==> src/rtl/addsub_pipe_if.sv <==
// Operand/result stream bundle for addsub_pipe: producer-side handshake and
// operands, consumer-side handshake and flagged result.
interface addsub_pipe_if #(
    parameter int WIDTH = 64
);
    logic             in_valid;
    logic             in_ready;
    logic [WIDTH-1:0] op1;
    logic [WIDTH-1:0] op2;
    logic             carry_in;
    logic             sub;
    logic             out_valid;
    logic             out_ready;
    logic [WIDTH-1:0] result;
    logic             carry_out;
    logic             overflow;
    logic             zero;

    modport master (
        output in_valid, op1, op2, carry_in, sub, out_ready,
        input  in_ready, out_valid, result, carry_out, overflow, zero
    );

    modport slave (
        input  in_valid, op1, op2, carry_in, sub, out_ready,
        output in_ready, out_valid, result, carry_out, overflow, zero
    );
endinterface

==> src/rtl/addsub_pipe.sv <==
// Pipelined adder/subtractor: the carry chain is cut into STAGES chunks, one
// register stage per chunk, with a valid/ready handshake on both sides.
module addsub_pipe #(
    parameter int WIDTH  = 64,
    parameter int STAGES = 4
) (
    input logic          clk,
    input logic          rst,
    addsub_pipe_if.slave bus
);
    localparam int CHUNK = WIDTH / STAGES;
    localparam int LAST  = STAGES - 1;

    logic [STAGES-1:0] v_q;
    logic [STAGES-1:0] c_q;
    logic [WIDTH-1:0]  a_q [STAGES];
    logic [WIDTH-1:0]  b_q [STAGES];
    logic [WIDTH-1:0]  r_q [STAGES];
    logic              ovf_q;
    logic              zero_q;

    logic [STAGES-1:0] ld;
    logic [STAGES-1:0] v_src;
    logic [STAGES-1:0] c_src;
    logic [STAGES-1:0] c_nxt;
    logic [WIDTH-1:0]  a_src [STAGES];
    logic [WIDTH-1:0]  b_src [STAGES];
    logic [WIDTH-1:0]  r_src [STAGES];
    logic [WIDTH-1:0]  r_nxt [STAGES];
    logic [CHUNK:0]    sum;
    logic              msb_cin;

    always_comb begin
        v_src   = '0;
        c_src   = '0;
        c_nxt   = '0;
        a_src   = '{default: '0};
        b_src   = '{default: '0};
        r_src   = '{default: '0};
        r_nxt   = '{default: '0};
        sum     = '0;
        ld      = '0;

        // Subtraction is op1 + ~op2 + ~borrow, so every stage is a plain adder.
        a_src[0] = bus.op1;
        b_src[0] = bus.sub ? ~bus.op2 : bus.op2;
        r_src[0] = '0;
        c_src[0] = bus.sub ^ bus.carry_in;
        v_src[0] = bus.in_valid;
        for (int unsigned s = 1; s < STAGES; s++) begin
            a_src[s] = a_q[s-1];
            b_src[s] = b_q[s-1];
            r_src[s] = r_q[s-1];
            c_src[s] = c_q[s-1];
            v_src[s] = v_q[s-1];
        end

        for (int unsigned s = 0; s < STAGES; s++) begin
            sum = {1'b0, a_src[s][s*CHUNK +: CHUNK]}
                + {1'b0, b_src[s][s*CHUNK +: CHUNK]}
                + {{CHUNK{1'b0}}, c_src[s]};
            r_nxt[s]                  = r_src[s];
            r_nxt[s][s*CHUNK +: CHUNK] = sum[CHUNK-1:0];
            c_nxt[s]                  = sum[CHUNK];
        end

        // Carry into the MSB recovered from the MSB sum bit and its operands.
        msb_cin = r_nxt[LAST][WIDTH-1] ^ a_src[LAST][WIDTH-1] ^ b_src[LAST][WIDTH-1];

        ld[LAST] = !v_q[LAST] || bus.out_ready;
        for (int unsigned s = LAST; s > 0; s--) begin
            ld[s-1] = !v_q[s-1] || ld[s];
        end
    end

    always_ff @(posedge clk) begin
        if (rst) begin
            v_q    <= '0;
            c_q    <= '0;
            ovf_q  <= 1'b0;
            zero_q <= 1'b0;
            for (int unsigned s = 0; s < STAGES; s++) begin
                a_q[s] <= '0;
                b_q[s] <= '0;
                r_q[s] <= '0;
            end
        end else begin
            for (int unsigned s = 0; s < STAGES; s++) begin
                if (ld[s]) begin
                    v_q[s] <= v_src[s];
                    // Payload only moves with a real beat so idle outputs hold.
                    if (v_src[s]) begin
                        a_q[s] <= a_src[s];
                        b_q[s] <= b_src[s];
                        r_q[s] <= r_nxt[s];
                        c_q[s] <= c_nxt[s];
                    end
                end
            end
            if (ld[LAST] && v_src[LAST]) begin
                ovf_q  <= msb_cin ^ c_nxt[LAST];
                zero_q <= (r_nxt[LAST] == '0);
            end
        end
    end

    assign bus.in_ready  = ld[0];
    assign bus.out_valid = v_q[LAST];
    assign bus.result    = r_q[LAST];
    assign bus.carry_out = c_q[LAST];
    assign bus.overflow  = ovf_q;
    assign bus.zero      = zero_q;
endmodule

==> src/flat_wrapper.sv <==
// flat-port wrapper written by rule: the top's interface ports become plain ports
module addsub_pipe_flat 
#(
    parameter int WIDTH  = 64,
    parameter int STAGES = 4
)
  (clk, rst, bus_in_valid, bus_op1, bus_op2, bus_carry_in, bus_sub, bus_out_ready, bus_in_ready, bus_out_valid, bus_result, bus_carry_out, bus_overflow, bus_zero);
  addsub_pipe_if #(.WIDTH(WIDTH)) bus_i ();
  input logic clk;
  input logic rst;
  input wire logic [$bits(bus_i.in_valid)-1:0] bus_in_valid;
  input wire logic [$bits(bus_i.op1)-1:0] bus_op1;
  input wire logic [$bits(bus_i.op2)-1:0] bus_op2;
  input wire logic [$bits(bus_i.carry_in)-1:0] bus_carry_in;
  input wire logic [$bits(bus_i.sub)-1:0] bus_sub;
  input wire logic [$bits(bus_i.out_ready)-1:0] bus_out_ready;
  output wire logic [$bits(bus_i.in_ready)-1:0] bus_in_ready;
  output wire logic [$bits(bus_i.out_valid)-1:0] bus_out_valid;
  output wire logic [$bits(bus_i.result)-1:0] bus_result;
  output wire logic [$bits(bus_i.carry_out)-1:0] bus_carry_out;
  output wire logic [$bits(bus_i.overflow)-1:0] bus_overflow;
  output wire logic [$bits(bus_i.zero)-1:0] bus_zero;
  assign bus_i.in_valid = bus_in_valid;
  assign bus_i.op1 = bus_op1;
  assign bus_i.op2 = bus_op2;
  assign bus_i.carry_in = bus_carry_in;
  assign bus_i.sub = bus_sub;
  assign bus_i.out_ready = bus_out_ready;
  assign bus_in_ready = bus_i.in_ready;
  assign bus_out_valid = bus_i.out_valid;
  assign bus_result = bus_i.result;
  assign bus_carry_out = bus_i.carry_out;
  assign bus_overflow = bus_i.overflow;
  assign bus_zero = bus_i.zero;
  addsub_pipe #(.WIDTH(WIDTH), .STAGES(STAGES)) u_core (.clk(clk), .rst(rst), .bus(bus_i));
endmodule
==> config.mk <==
export PLATFORM = sky130hd
export DESIGN_NAME = addsub_pipe_flat
export DESIGN_NICKNAME = d
export VERILOG_FILES = /design/src/rtl/addsub_pipe_if.sv /design/src/rtl/addsub_pipe.sv /design/src/flat_wrapper.sv
export SDC_FILE = /design/constraint.sdc
export NUM_CORES = 1
export LEC_CHECK = 0
export CORE_ASPECT_RATIO = 1.1
export CORE_UTILIZATION = 35
export CTS_CLUSTER_SIZE = 28
export DETAILED_ROUTE_END_ITERATION = 10
export GPL_ROUTABILITY_DRIVEN = 0
export PLACE_DENSITY = 0.51
export SLEW_MARGIN = 20
export SYNTH_ARGS = -nofsm -noshare
export SYNTH_HDL_FRONTEND = slang
export SYNTH_SLANG_ARGS = --single-unit
==> constraint.sdc <==
create_clock -name clk -period 5.5 [get_ports clk]
set_input_delay 0.825 -clock clk [delete_from_list [all_inputs] [get_ports clk]]
set_output_delay 0.825 -clock clk [all_outputs]
set_load 0.05 [all_outputs]
Word-level counts from Yosys, hierarchy flattened. Memory sizes are Yosys's and may differ from the RTL's. Index checks and enable logic that the tools add are counted.

Add/subtract/negate cells: 8. Multiplexer cells: 31. Bitwise gates (word level): 17. Reduce and logical (&&, ||, !) cells: 14.

Operators by type and width (count): $mux W64 (13); $add A16 B16 Y17 (4); $add A17 B1 Y17 (4); $logic_not A64 Y1 (1); $not A64 Y64 (1); $mux W1 (18); $or A1 B1 Y1 (12); $reduce_and A2 Y1 (4); $logic_not A1 Y1 (4); $logic_or A1 B1 Y1 (4); $xor A1 B1 Y1 (4); $logic_and A1 B1 Y1 (1).

Register bits after elaboration: 10. Bits in writable memories: 768. Bits of input ports: 134. Output and inout port bits: 69. Word-level logic and storage cells: 83. Memories: 3.

Memory list: u_core.a_q (words 4, width 64, rd ports 3, clocked after Yosys merged registers in 0, wr ports 4, line addsub_pipe.sv:16) `logic [WIDTH-1:0] a_q [STAGES];`; u_core.b_q (words 4, width 64, rd ports 3, clocked after Yosys merged registers in 0, wr ports 4, line addsub_pipe.sv:17) `logic [WIDTH-1:0] b_q [STAGES];`; u_core.r_q (words 4, width 64, rd ports 4, clocked after Yosys merged registers in 0, wr ports 4, line addsub_pipe.sv:18) `logic [WIDTH-1:0] r_q [STAGES];`.

Depth between registers and ports, before layout. Gate-level depths: netlist (run 1).

Word-level depth: 9. Mapped depth: 13. Gate-level depth less buffers: 12.

Worst setup path after synthesis (run 1). No wires, ideal clock.

Kind: input to register. From: in bus_out_ready. To: mem u_core.a_q[0][16], enable pin. Library setup time: 0.490 ns. Arrival: 4.241 ns. Required time: 5.010 ns. Path slack: 0.769 ns. Stages: 5. Path buffers: 0. Cell sequence: nor2b_1 and3_1 nand2_1 nand2_1 nand2b_1.

RTL lines: from (decl) (line flat_wrapper.sv:16) `input wire logic [$bits(bus_i.out_ready)-1:0] bus_out_ready;`; to (decl) (line addsub_pipe.sv:16).

Final worst setup path (run 1).
From: reg u_core.c_q[2]. To: reg u_core.zero_q (netlist: u_core.bus.zero).

Word-level cells in the longest chain between the ends: 2.

Ends and longest elaborated chain: from (decl) (line addsub_pipe.sv:15) `logic [STAGES-1:0] c_q;`; from (signal, indexed assignment) (line addsub_pipe.sv:96) `c_q[s] <= c_nxt[s];`; $add A17 B1 Y17 (line addsub_pipe.sv:61) `+ {{CHUNK{1'b0}}, c_src[s]};`; $logic_not A64 Y1 (line addsub_pipe.sv:102) `zero_q <= (r_nxt[LAST] == '0);`; to (signal assigned) (line addsub_pipe.sv:102); to (decl) (line addsub_pipe.sv:20) `logic zero_q;`.

Every way passes these cells. A chain may end at the register's enable or synchronous reset.

==> impl_metrics.toml, run 1 <==
[setup_path]
cp_max_fo = 2
r2r_setup_slack_ns = 1.29
worstSetupStartpointType = "flip-flop"
endpoint = "u_core.bus.zero"
path_class = "reg -> reg"
worstPathArrival_ns = 4.66
cp-end-kind = "flip-flop"
r2r_start = "u_core.c_q[2]"
crit_start = "u_core.c_q[2]"
timing.rr.end = "u_core.bus.zero"
required_ns = 5.96
rr_worst_depth = 9

[clock_tree]
clockBufferDepth = 3
clk_latency_ns = 0.54
cts_hold_buf = 0
cts-root-buf = "clkbuf_16"
cts-resized-gates = 0
clk_pin_slew_ns = 0.06
post_cts_buffers = 0
h-tree-depth = 2
cts_tree = "built"
cts_made_buffers = 40
cts.sinks = 362

[detailed_routing]
first_pass_iters = 4
vias_per_cell = 4.55
num_vias = 9509
drt-wirelength-per-cell_microns = 15.8
drtAntennaViolNets = 0
drtIter0Drc = 401
route.detailed.drc = 0
drt-total-wl_microns = 33000

[floorplan]
die_w_microns = 210
die_h_microns = 230
core_sq_um = 46700
row_count = 83
ios = 203
start_util_pct = 35.5
die-area_sq_um = 48300

[timing]
hold_slack_ns = 0.483
slew_headroom_pct = 32.5
slew_viol_final = 0
clock_skew_ns = 0.0143
fin_setup_tns_ns = 0
period_share_pct = 76.5
setup_viol = 0
worstMarginPinSlew_ns = 1.00
max_freq_mhz = 238
post-route-min-period_ns = 4.21
finalHoldViolCount = 0
rsz0062_at_grt = "no"

[finish]
diodes = 0
fin_nets = 1672
areaGrowthSynthToFinish_pct = 24.0
finish.utilization_pct = 44.1
drive_gt1_share_pct = 6.01
nFillCells = 4340
multiInputGateArea_sq_um = 5620
final-seq-area_sq_um = 10800

[synth]
synth_flop_cell = "edfxtp_1"
synth_area_leaders = "edfxtp_1 64%, and2_1 9.6%, ha_1 4.5%"
async_reset_ff_share_pct = 0
netlist.area_leader.share_pct = 63.6
yosysSeqAreaShare_pct = 64.8
postSynthAreaPerCell_sq_um = 13.2
synth_edf_count = 352
ys_types = 64
yosysWarnings = 0
synth.most_common_cell = "edfxtp_1"
synthTopCellsByCount = "352 x edfxtp_1, 254 x and2_1, 139 x nor2_1"
synth_nets = 1462
synth-seq-cells = 362
synth_top_area_cell = "edfxtp_1"
synthCells = 1260
synthesis.area_sq_um = 16600

[pwr]
switching_power_mw = 1.49
powerDensity_nw_per_um2 = 319
p_clk_share_pct = 39.0
p_int_mw = 5.08
irDropWorstVdd_mv = 0.170
power_frac_comb_pct = 11.4
p_leak_nw = 7.85
seq_power_share_pct = 49.6
swShare_pct = 22.6

[global_routing]
grt_pass1_wl_microns = 51400
antenna_found_initial = 2
grt_max_degree = 73
grt_overflow_total = 0
grt_use_total_pct = 13.9
first_global_vias = 9676

[place]
numPortBuffers = 202
hpwlAfterDp_microns = 23700

[hold_path]
min_path_type = "reg -> reg"

[run]
maxCapViolations = 0

[outcome]
outcome = "complete, no violations"
## metrics by stage
step | setup slack (ns) | area [sq um] | power (mW) | instances
after floorplan | 0.769 | 16600 | 3.80 | 1260
after global placement | 0.675 | 19300 | 4.07 | 2022
after detailed placement | 1.18 | 19300 | 4.07 | 2022
after CTS | 1.14 | 20600 | 6.67 | 2091
after global routing | 1.10 | 20600 | 6.86 | 2092
final | 1.29 | 20600 | 6.57 | 2092
## registers in the layout, indices dropped and copies added (netlist names)
signal,flops
u_core.a_q,96
u_core.c_q,4
u_core.v_q,4
u_core.bus.overflow,1
u_core.bus.zero,1
u_core.b_q,96
u_core.r_q,160
## power by group through the flow
stage | registers [mW] | logic [mW] | clock network [mW]
global placement | 3.31 | 0.753 | 0
detailed placement | 3.32 | 0.758 | 0
CTS | 3.26 | 0.762 | 2.65
finish | 3.26 | 0.749 | 2.56
global route | 3.27 | 0.829 | 2.76
floorplan | 3.39 | 0.406 | 0
## logic make-up after synthesis
kind of cell	count (synthesis)	synth area share, %
AOI/OAI and AO/OA	140	5.60
xor gates and xnor gates	106	5.59
adders and majority gates	68	5.48
buffers and inverters	72	1.67
DFF	362	64.8
and+or+nand+nor	512	16.8
## worst min path at each step
| stage | from | endpoint | slack, ns | cells after the start |
|---|---|---|---|---|
| final | u_core.bus.overflow | u_core.bus.overflow | 0.48 | 2 |
| after global routing | u_core.r_q[0][92] | u_core.r_q[0][156] | 0.52 | 1 |
| after CTS | u_core.bus.overflow | u_core.bus.overflow | 0.49 | 2 |
| after detailed placement | u_core.bus.overflow | u_core.bus.overflow | 0.48 | 2 |
| after global placement | u_core.v_q[0] | u_core.v_q[1] | 0.49 | 2 |
| after floorplan | u_core.v_q[0] | u_core.v_q[1] | 0.46 | 2 |
## critical path, cell delays in order (launching register included)
cell and delay (ns):
dfxtp_1 0.50, fa_1 0.28, inv_1 0.07, fa_1 0.55
nor4b_2 0.61, nand4_1 0.31, nor4_1 0.93, nand4_1 0.22
or4_1 0.46, o31ai_2 0.18
## routing by layer
metal	up-vias	routed length [microns]	global-route usage [%]
li1	4876	-	-
met1	4420	13500	15.7
met2	167	17200	25.4
met3	46	1620	3.65
met4	0	634	3.97
met5	-	0	0
## placed cells by master (no fill, tap or decap), types with 8 or more instances in the layout
cell               n
a211oi_1           8
a21o_1            11
clkdlybuf4s50_1  201
o21ai_0           30
and2_1           254
nor3_1            13
nor2b_1            9
inv_1             23
edfxtp_1         352
xor2_1            36
dfxtp_1           10
buf_4             13
clkbuf_1          11
xnor2_1           70
nand2_1           28
ha_1              60
clkbuf_16         41
nor4_1            13
a21oi_1           39
nand3_1            9
fa_1               8
nor2_1           135
nand2b_1           8
o21a_1            10
clkinv_1           8
## area by class of cell
type / count / share of cell area [%]
well taps: 595 / 3.61
multi-input cells: 826 / 27.3
inverters: 25 / 0.462
clock inverters: 17 / 0.850
flip-flops and latches: 362 / 52.3
clock buffers: 52 / 5.18
repair buffers: 215 / 10.4
No activity file was read; power rests on OpenSTA's default activity.
==> inputs of run 2 (changes only) <==
--- a/config.mk
+++ b/config.mk
@@ -10,7 +10,7 @@
 export CTS_CLUSTER_SIZE = 28
 export DETAILED_ROUTE_END_ITERATION = 10
 export GPL_ROUTABILITY_DRIVEN = 0
-export PLACE_DENSITY = 0.51
+export PLACE_DENSITY = 0.53
 export SLEW_MARGIN = 20
 export SYNTH_ARGS = -nofsm -noshare
 export SYNTH_HDL_FRONTEND = slang
==> constraint.sdc (replaced) <==
create_clock -name clk -period 3.7 [get_ports clk]
set_input_delay 0.555 -clock clk [delete_from_list [all_inputs] [get_ports clk]]
set_output_delay 0.555 -clock clk [all_outputs]
set_load 0.05 [all_outputs]
==> run 2 against run 1 <==
  * Total power rose by 48%
  * Hold slack got worse by 0.011 ns
  * Via count up 0.87%
  * Flip-flop and latch count did not move
  * Final cell count up 0.62%
  * Critical endpoint unchanged
  * Register-to-register slack worse by 0.92 ns
  * Setup slack worse by 0.92 ns
  * Die area unchanged
==> impl_metrics.toml, run 2 (synthesized netlist as in run 1, its figures left out) <==
[global_routing]
grt_pass1_wl_microns = 51700
busiest_layer = "met2"
grt_util_met1_pct = 16.0
grt.met2_usage_pct = 25.4
first_global_vias = 9455
grt_overflow_total = 0
grt_use_total_pct = 14.0
gr-usage-met3_pct = 3.65
antenna_found_initial = 2
grt_max_degree = 64

[finish]
regMostFlops = "u_core.r_q"
largest_register_ffs = 160
layout_common_cells = "352 x edfxtp_1, 254 x and2_1, 201 x clkdlybuf4s50_1, 135 x nor2_1, 70 x xnor2_1"
reg_top3 = "u_core.r_q: 160 flops, u_core.a_q: 96 flops, u_core.b_q: 96 flops"
postLayoutCellArea_sq_um = 20700
drive_gt1_share_pct = 6.96
final_common_cell = "edfxtp_1"
fin_cells = 2105
areaGrowthSynthToFinish_pct = 24.8
fin_nets = 1681

[detailed_routing]
drtAntennaViolNets = 0
route.detailed.drc = 0
drtIter0Drc = 314
vias_per_cell = 4.56
drt-total-wl_microns = 33600
first_pass_iters = 6
num_vias = 9592
drt-wirelength-per-cell_microns = 16.0

[floorplan]
die_w_microns = 210
core_sq_um = 46700
start_util_pct = 35.5
ios = 203
die_h_microns = 230
row_count = 83
die-area_sq_um = 48300

[setup_path]
timing.rr.end = "u_core.bus.zero"
rr_worst_depth = 9
path_class = "reg -> reg"
cp-end-kind = "flip-flop"
worstPathArrival_ns = 3.79
r2r_setup_slack_ns = 0.37
cp_max_fo = 2
r2r_start = "u_core.c_q[2]"
worstSetupStartpointType = "flip-flop"
required_ns = 4.16

[clock_tree]
cts_tree = "built"
clockBufferDepth = 3
cts.sinks = 362
clk_latency_ns = 0.54
clk_pin_slew_ns = 0.06
cts-root-buf = "clkbuf_16"
cts_made_buffers = 39
h-tree-depth = 2

[timing]
slew_headroom_pct = 46.9
worstMarginPinSlew_ns = 0.795
finalHoldViolCount = 0
slew_viol_final = 0
post-route-min-period_ns = 3.33
setup_viol = 0
rsz0062_at_grt = "no"
max_freq_mhz = 301
period_share_pct = 89.9
clock_skew_ns = 0.0116

[place]
dp_cells = 2033
dpl_cell_area_sq_um = 19500
numPortBuffers = 202
hpwlAfterDp_microns = 24000

[pwr]
powerDensity_nw_per_um2 = 470
irDropWorstVdd_mv = 0.233
p_leak_nw = 7.93

[hold_path]
holdCritStartpoint = "u_core.bus.overflow"
holdPathStages = 2
holdPathEnd = "u_core.bus.overflow"
min_path_type = "reg -> reg"

[run]
maxCapViolations = 0

[outcome]
outcome = "complete, no violations"
-- run 2: report_power, final --
part | internal [mW] | switching, mW
clock | 2.22 | 1.55
combinational | 0.501 | 0.642
sequential | 4.77 | 0.0698
-- run 2: timing repair --
| item | 4_1_cts | 5_1_grt |
|---|---|---|
| resized for setup | 3 | 0 |
| endpoints found under the setup margin | 1 | 0 |
| hold buffers | 0 | 0 |
| hold endpoints to repair | 0 | 0 |
| setup buffers | 0 | 0 |
-- run 2: routing by layer --
metal / up-vias / part of all wire (%)
li1: 4903 / -
met1: 4463 / 41
met2: 171 / 52
met3: 53 / 5.1
met4: 2 / 2.1
met5: - / 0.027
-- run 2: how the worst max path moves through the flow --
stage                        from                end  slack [ns]  cells after the start
global placement    u_core.c_q[2]    u_core.bus.zero       -1.00                      9
floorplan                 bus_sub  u_core.r_q[0][14]        0.09                     13
CTS                 u_core.c_q[2]    u_core.bus.zero        0.23                      9
global route        u_core.c_q[2]    u_core.bus.zero        0.15                      9
finish              u_core.c_q[2]    u_core.bus.zero        0.37                      9
detailed placement  u_core.c_q[2]    u_core.bus.zero       -0.47                      9
-- run 2: worst max-delay path: stages (launching register included) --
cell     delay, ns
dfxtp_1       0.36
fa_1          0.21
inv_1         0.06
fa_1          0.57
nor4b_4       0.40
nand4_1       0.32
nor4_4        0.50
nand4_1       0.19
or4_1         0.45
o31ai_2       0.17
-- run 2: per-stage QoR --
stage	setup TNS [ns]	setup WS (ns)	power (mW)	util, %	hold WS (ns)
2_1_floorplan	0	0.0926	5.64	-	0.463
3_3_place_gp	-1.00	-1.00	6.06	41.7	0.450
3_5_place_dp	-0.469	-0.469	6.08	41.7	0.464
4_1_cts	0	0.228	9.90	44.4	0.476
5_1_grt	0	0.150	10.2	44.4	0.507
6_report	0	0.373	9.75	44.4	0.472
-- run 2: cell type report --
| type | count | area [sq um] |
|---|---|---|
| diodes | 2 | 5.00 |
| clock buffers | 47 | 1050 |
| clock inverters | 23 | 183 |
| fillers | 4311 | 26000 |
| inverters | 25 | 95.1 |
| multi-input cells | 826 | 5640 |
| flip-flops and latches | 362 | 10800 |
| well taps | 595 | 744 |
| repair buffers | 225 | 2250 |
==> inputs of run 3 (changes only) <==
==> constraint.sdc (replaced) <==
create_clock -name clk -period 2.74 [get_ports clk]
set_input_delay 0.411 -clock clk [delete_from_list [all_inputs] [get_ports clk]]
set_output_delay 0.411 -clock clk [all_outputs]
set_load 0.05 [all_outputs]
==> run 3 against run 2 <==
  * The run now ends with negative setup slack left
  * Sequential power rose by 35%
  * Non-clock buffer count rose by 60
  * Register-to-register slack got worse by 0.53 ns
  * Fmax rose by 15%
  * Hold slack got worse by 0.031 ns
  * Flip-flop and latch count did not move
  * Final cell count rose by 2.9%
  * Die area did not move
  * Core utilization rose by 1.7 points
  * Critical path depth rose by 1
  * Sequential share of layout area fell by 1.9 points
  * Setup slack got worse by 0.53 ns
==> impl_metrics.toml, run 3 (synthesized netlist as in run 1, its figures left out) <==
[finish]
postLayoutCellArea_sq_um = 21500
fin_cells = 2166
largest_register_ffs = 160
diodes = 0
finish.utilization_pct = 46.0
fin_nets = 1742
regMostFlops = "u_core.r_q"
drive_gt1_share_pct = 13.1
reg_top3 = "u_core.r_q: 160 flops, u_core.a_q: 96 flops, u_core.b_q: 96 flops"
layout_common_cells = "352 x edfxtp_1, 253 x and2_1, 197 x clkdlybuf4s50_1, 135 x nor2_1, 74 x buf_4"
final_common_cell = "edfxtp_1"
areaGrowthSynthToFinish_pct = 29.5

[pwr]
p_leak_nw = 8.33
seq_power_share_pct = 48.8
irDropWorstVdd_mv = 0.407
p_clk_share_pct = 38.6
powerDensity_nw_per_um2 = 622
totalPowerFinal_mw = 13.4
swShare_pct = 23.1
switching_power_mw = 3.10
power_frac_comb_pct = 12.6
p_int_mw = 10.3

[detailed_routing]
route.detailed.drc = 0
drtIter0Drc = 312
num_vias = 9847
drtAntennaViolNets = 0
drt-total-wl_microns = 33700
drt-wirelength-per-cell_microns = 15.6
first_pass_iters = 4
vias_per_cell = 4.55

[clock_tree]
clk_latency_ns = 0.54
clockBufferDepth = 3
h-tree-depth = 2
cts-root-buf = "clkbuf_16"
cts.sinks = 362
cts_tree = "built"
cts_hold_buf = 0
cts_made_buffers = 40
clk_pin_slew_ns = 0.06

[timing]
clock_skew_ns = 0.0176
layout_setup_ws_ns = -0.160
period_share_pct = 106
slew_viol_final = 0
setup_viol = 1
worstMarginPinSlew_ns = 0.676
finalHoldViolCount = 0
max_freq_mhz = 345
slew_headroom_pct = 54.8
post-route-min-period_ns = 2.90
rsz0062_at_grt = "yes"

[setup_path]
slowest_stage = "or4b_1"
worstSetupStartpointType = "flip-flop"
required_ns = 3.20
cp_max_fo = 3
cpPeakStageDelay_ns = 0.47
worstPathArrival_ns = 3.36
cp-end-kind = "flip-flop"
path_cells = "fa_2 > inv_2 > fa_2 > nor2b_2 > o21a_1 > o21a_1 > or4b_1 > a31o_1 > or4_4 > o31ai_2"
path_class = "reg -> reg"

[place]
pre_cts_ws_ns = -0.692
dpl_cell_area_sq_um = 20000
numPortBuffers = 202
dp_cells = 2089
hpwlAfterDp_microns = 24700

[floorplan]
start_util_pct = 35.5
die_h_microns = 230
core_sq_um = 46700
die_w_microns = 210
die-area_sq_um = 48300
ios = 203
row_count = 83

[global_routing]
grt_pass1_wl_microns = 52000
grt_overflow_total = 0
grt_max_degree = 61
first_global_vias = 9751
grt_use_total_pct = 14.0
antenna_found_initial = 1

[hold_path]
min_path_type = "in -> reg"

[outcome]
violations = "negative setup slack"
outcome = "finished with violations"

[run]
maxCapViolations = 0
run 3: metal layers:
layer  wire, microns  GRT usage [%]  vias up
met4             907           4.61        2
met2           17200           25.6      178
met5              13              0        -
met1           14000           16.2     4583
met3            1530           3.09       59
li1                -              -     5025
run 3: area by class of cell:
| type | instances | area, sq um |
|---|---|---|
| Tap cell | 595 | 744 |
| Multi-Input combinational cell | 826 | 5830 |
| Timing Repair Buffer | 285 | 2800 |
| Clock inverter | 25 | 204 |
| Fill cell | 4323 | 25200 |
| Sequential cell | 362 | 10800 |
| Clock buffer | 48 | 1070 |
| Inverter | 25 | 97.6 |
run 3: metrics by stage:
stage,hold WS (ns),setup TNS [ns]
2_1_floorplan,0.463,-1.24
3_3_place_gp,0.446,-5.48
3_5_place_dp,0.453,-6.18
4_1_cts,0.403,-0.174
5_1_grt,0.452,-0.366
6_report,0.441,-0.160
run 3: worst paths after layout:
check / from / end / slack [ns] / depth (start not counted)
setup / recovery: u_core.a_q[0][176] / u_core.bus.zero / -0.16 / 10
setup reg to reg: u_core.a_q[0][176] / u_core.bus.zero / -0.16 / 10
hold reg to reg: u_core.bus.overflow / u_core.bus.overflow / 0.46 / 2
hold / removal: bus_in_valid / u_core.v_q[0] / 0.44 / 3
run 3: what timing repair did:
item,4_1_cts,5_1_grt
buffers inserted,0,4
setup endpoints to repair,11,16
gates cloned,0,0
pin swaps,9,25
resized for setup,21,23
run 3: worst max-delay path, delay by kind of cell (launching register included):
family          cells  cell delay (ns)
compound gates      4             0.78
fa+ha+maj           2             0.58
buf+inv             1             0.06
flops               1             0.39
simple gates        3             1.00
run 3: power groups by stage:
stage	sequential [mW]	combinational, mW	clock, mW
global route	6.57	1.84	5.55
floorplan	6.80	0.838	0
finish	6.53	1.68	5.17
global placement	6.65	1.64	0
detailed placement	6.65	1.66	0
CTS	6.54	1.69	5.36
==> variant (settings of run 1) <==
`STAGES` is set to 4 in 2 places; all go to 2.
--- a/src/rtl/addsub_pipe.sv
+++ b/src/rtl/addsub_pipe.sv
@@ -3,5 +3,5 @@
 module addsub_pipe #(
     parameter int WIDTH  = 64,
-    parameter int STAGES = 4
+    parameter int STAGES = 2
 ) (
     input logic          clk,
--- a/src/flat_wrapper.sv
+++ b/src/flat_wrapper.sv
@@ -3,5 +3,5 @@
 #(
     parameter int WIDTH  = 64,
-    parameter int STAGES = 4
+    parameter int STAGES = 2
 )
   (clk, rst, bus_in_valid, bus_op1, bus_op2, bus_carry_in, bus_sub, bus_out_ready, bus_in_ready, bus_out_valid, bus_result, bus_carry_out, bus_overflow, bus_zero);
Check against the original RTL: not equivalent (Yosys sat finds a counterexample within 4 cycles, from zero or initial values and one cycle with rst high).
==> variant against run 1 <==
Via count fell by 23%. Non-clock buffer count fell by 5. Power fell by 41%. Synthesized area fell by 40%. Register-to-register slack improved by 0.26 ns. Sequential cell count fell by 196. Sequential share of layout area fell by 14 points. Setup slack improved by 0.22 ns. Final area fell by 37%. Utilization rose by 2.4 points. Wire length fell by 21%. Critical path type is now input pin to flip-flop.
==> variant: results (changes against run 1) <==
* Sequential share of the synthesized area: 49.1% (-16 points)
* Multi-input combinational cell area: 0.00489 mm2 (-13%)
- In this run the critical register-to-register path is launched from u_core.a_q[0][32].
- Antenna fix cells: 1 (+1)
- The number of synthesized flops with an enable pin came to 160 (-55%).
* Total number of vias: 7356 (-23%)
- Number of nets in the finished design: 1313 (-21%)
- Sorting the synthesized cells by how often they occur yields sky130_fd_sc_hd__edfxtp_1 (160), sky130_fd_sc_hd__nor2_1 (112), sky130_fd_sc_hd__and2_1 (79), sky130_fd_sc_hd__ha_1 (62), sky130_fd_sc_hd__xnor2_1 (62).
- Initial antenna violation count: 1 (-1)
- Cell type of the slowest stage on the worst timing path: sky130_fd_sc_hd__clkdlybuf4s50_1
- The ratio of cells with drive above 1 in the final layout was 5.51% (-0.51 points).
- The setup slack of the most critical reg-to-reg path is 1.55 ns (+0.26 ns).
- Post-synthesis net count: 1123 (-23%)
- The cell total after placement is 1457 (-28%).
- Layout buffering overhead excluding clock cells: 16.1% (+5.7 points)
- The final critical path time including I/O delays and setup was 3.99 ns (-0.223 ns).
- Leakage dissipation: 5.09 nW (-35%)
* Unique masters post-synth: 67 (+4.7%)
- Synthesized-area fraction occupied by ao, oa, aoi and oai cells: 12.7% (+7.1 points)
- The internal portion of total power came to 2.64 mW (-48%).
- Result of the run: finished clean
- Share of synthesized area spent on multiplexers: 0.112% (+0.11 points)
- Number of inverters outside the clock class in the layout: 19 (-24%)
- Storage element area: 0.00492 mm2 (-54%)
- Post-synthesis xor/xnor area fraction: 10.6% (+5.0 points)
- Routed WL per cell: 17.6 um (+11%)
- Worst setup startpoint: bus_carry_in
- The insertion delay of the later-clocked pin in the worst-skew pair is 0.43 ns (-0.11 ns).
- Detailed-routing iteration count for the pre-antenna-repair pass: 5 (+1)
- The flip-flop and latch share of the layout cell area was 37.9% (-14 points).
- The portion of the layout cell area used by clock cells was 4.28% (-1.8 points).
- Signal arrival time at the worst endpoint: 4.27 ns (-0.39 ns)
* Clk_buf instances: 19 (-63%)
variant: cell count changes after synthesis, moves of 7 or more:
cell                       change
sky130_fd_sc_hd__nand2_1       +8
sky130_fd_sc_hd__nand3_1       +9
sky130_fd_sc_hd__buf_2         +8
sky130_fd_sc_hd__o211ai_1      +7
sky130_fd_sc_hd__and2_1      -175
sky130_fd_sc_hd__xor2_1       +23
sky130_fd_sc_hd__a21oi_1      +13
sky130_fd_sc_hd__nor2_1       -27
sky130_fd_sc_hd__xnor2_1       -8
sky130_fd_sc_hd__clkbuf_1     -19
sky130_fd_sc_hd__a21o_1       +21
sky130_fd_sc_hd__edfxtp_1    -192
variant: per-layer routing:
metal,global-route usage [%],part of all wire [%]
met3,3.41,4.4
met5,0,0
met4,6.28,1.9
met1,23.2,45
met2,31.1,49
variant: worst register-to-register path, delay by kind of cell (launching register included):
family,cells,cell delay [ns]
flip-flops,1,0.39
adder cells (fa/ha/maj),2,0.88
AND/OR/NAND/NOR,4,1.01
AO/OA/AOI/OAI,5,1.28
XOR/XNOR,1,0.31
variant: how the worst min path moves through the flow:
stage	cells after the start	startpoint	endpoint	slack (ns)
finish	2	u_core.bus.zero	u_core.bus.zero	0.49
global route	2	u_core.bus.overflow	u_core.bus.overflow	0.52
CTS	2	u_core.bus.zero	u_core.bus.zero	0.50
detailed placement	2	u_core.bus.zero	u_core.bus.zero	0.49
global placement	2	u_core.bus.overflow	u_core.bus.overflow	0.48
floorplan	2	u_core.v_q[0]	u_core.v_q[1]	0.49
variant: power groups by stage:
stage	clock, mW	combinational (mW)	sequential [mW]
after floorplan	0	0.606	1.78
after global placement	0	1.17	1.62
after detailed placement	0	1.16	1.62
after CTS	1.18	1.17	1.60
after global routing	1.23	1.26	1.61
final	1.16	1.16	1.59
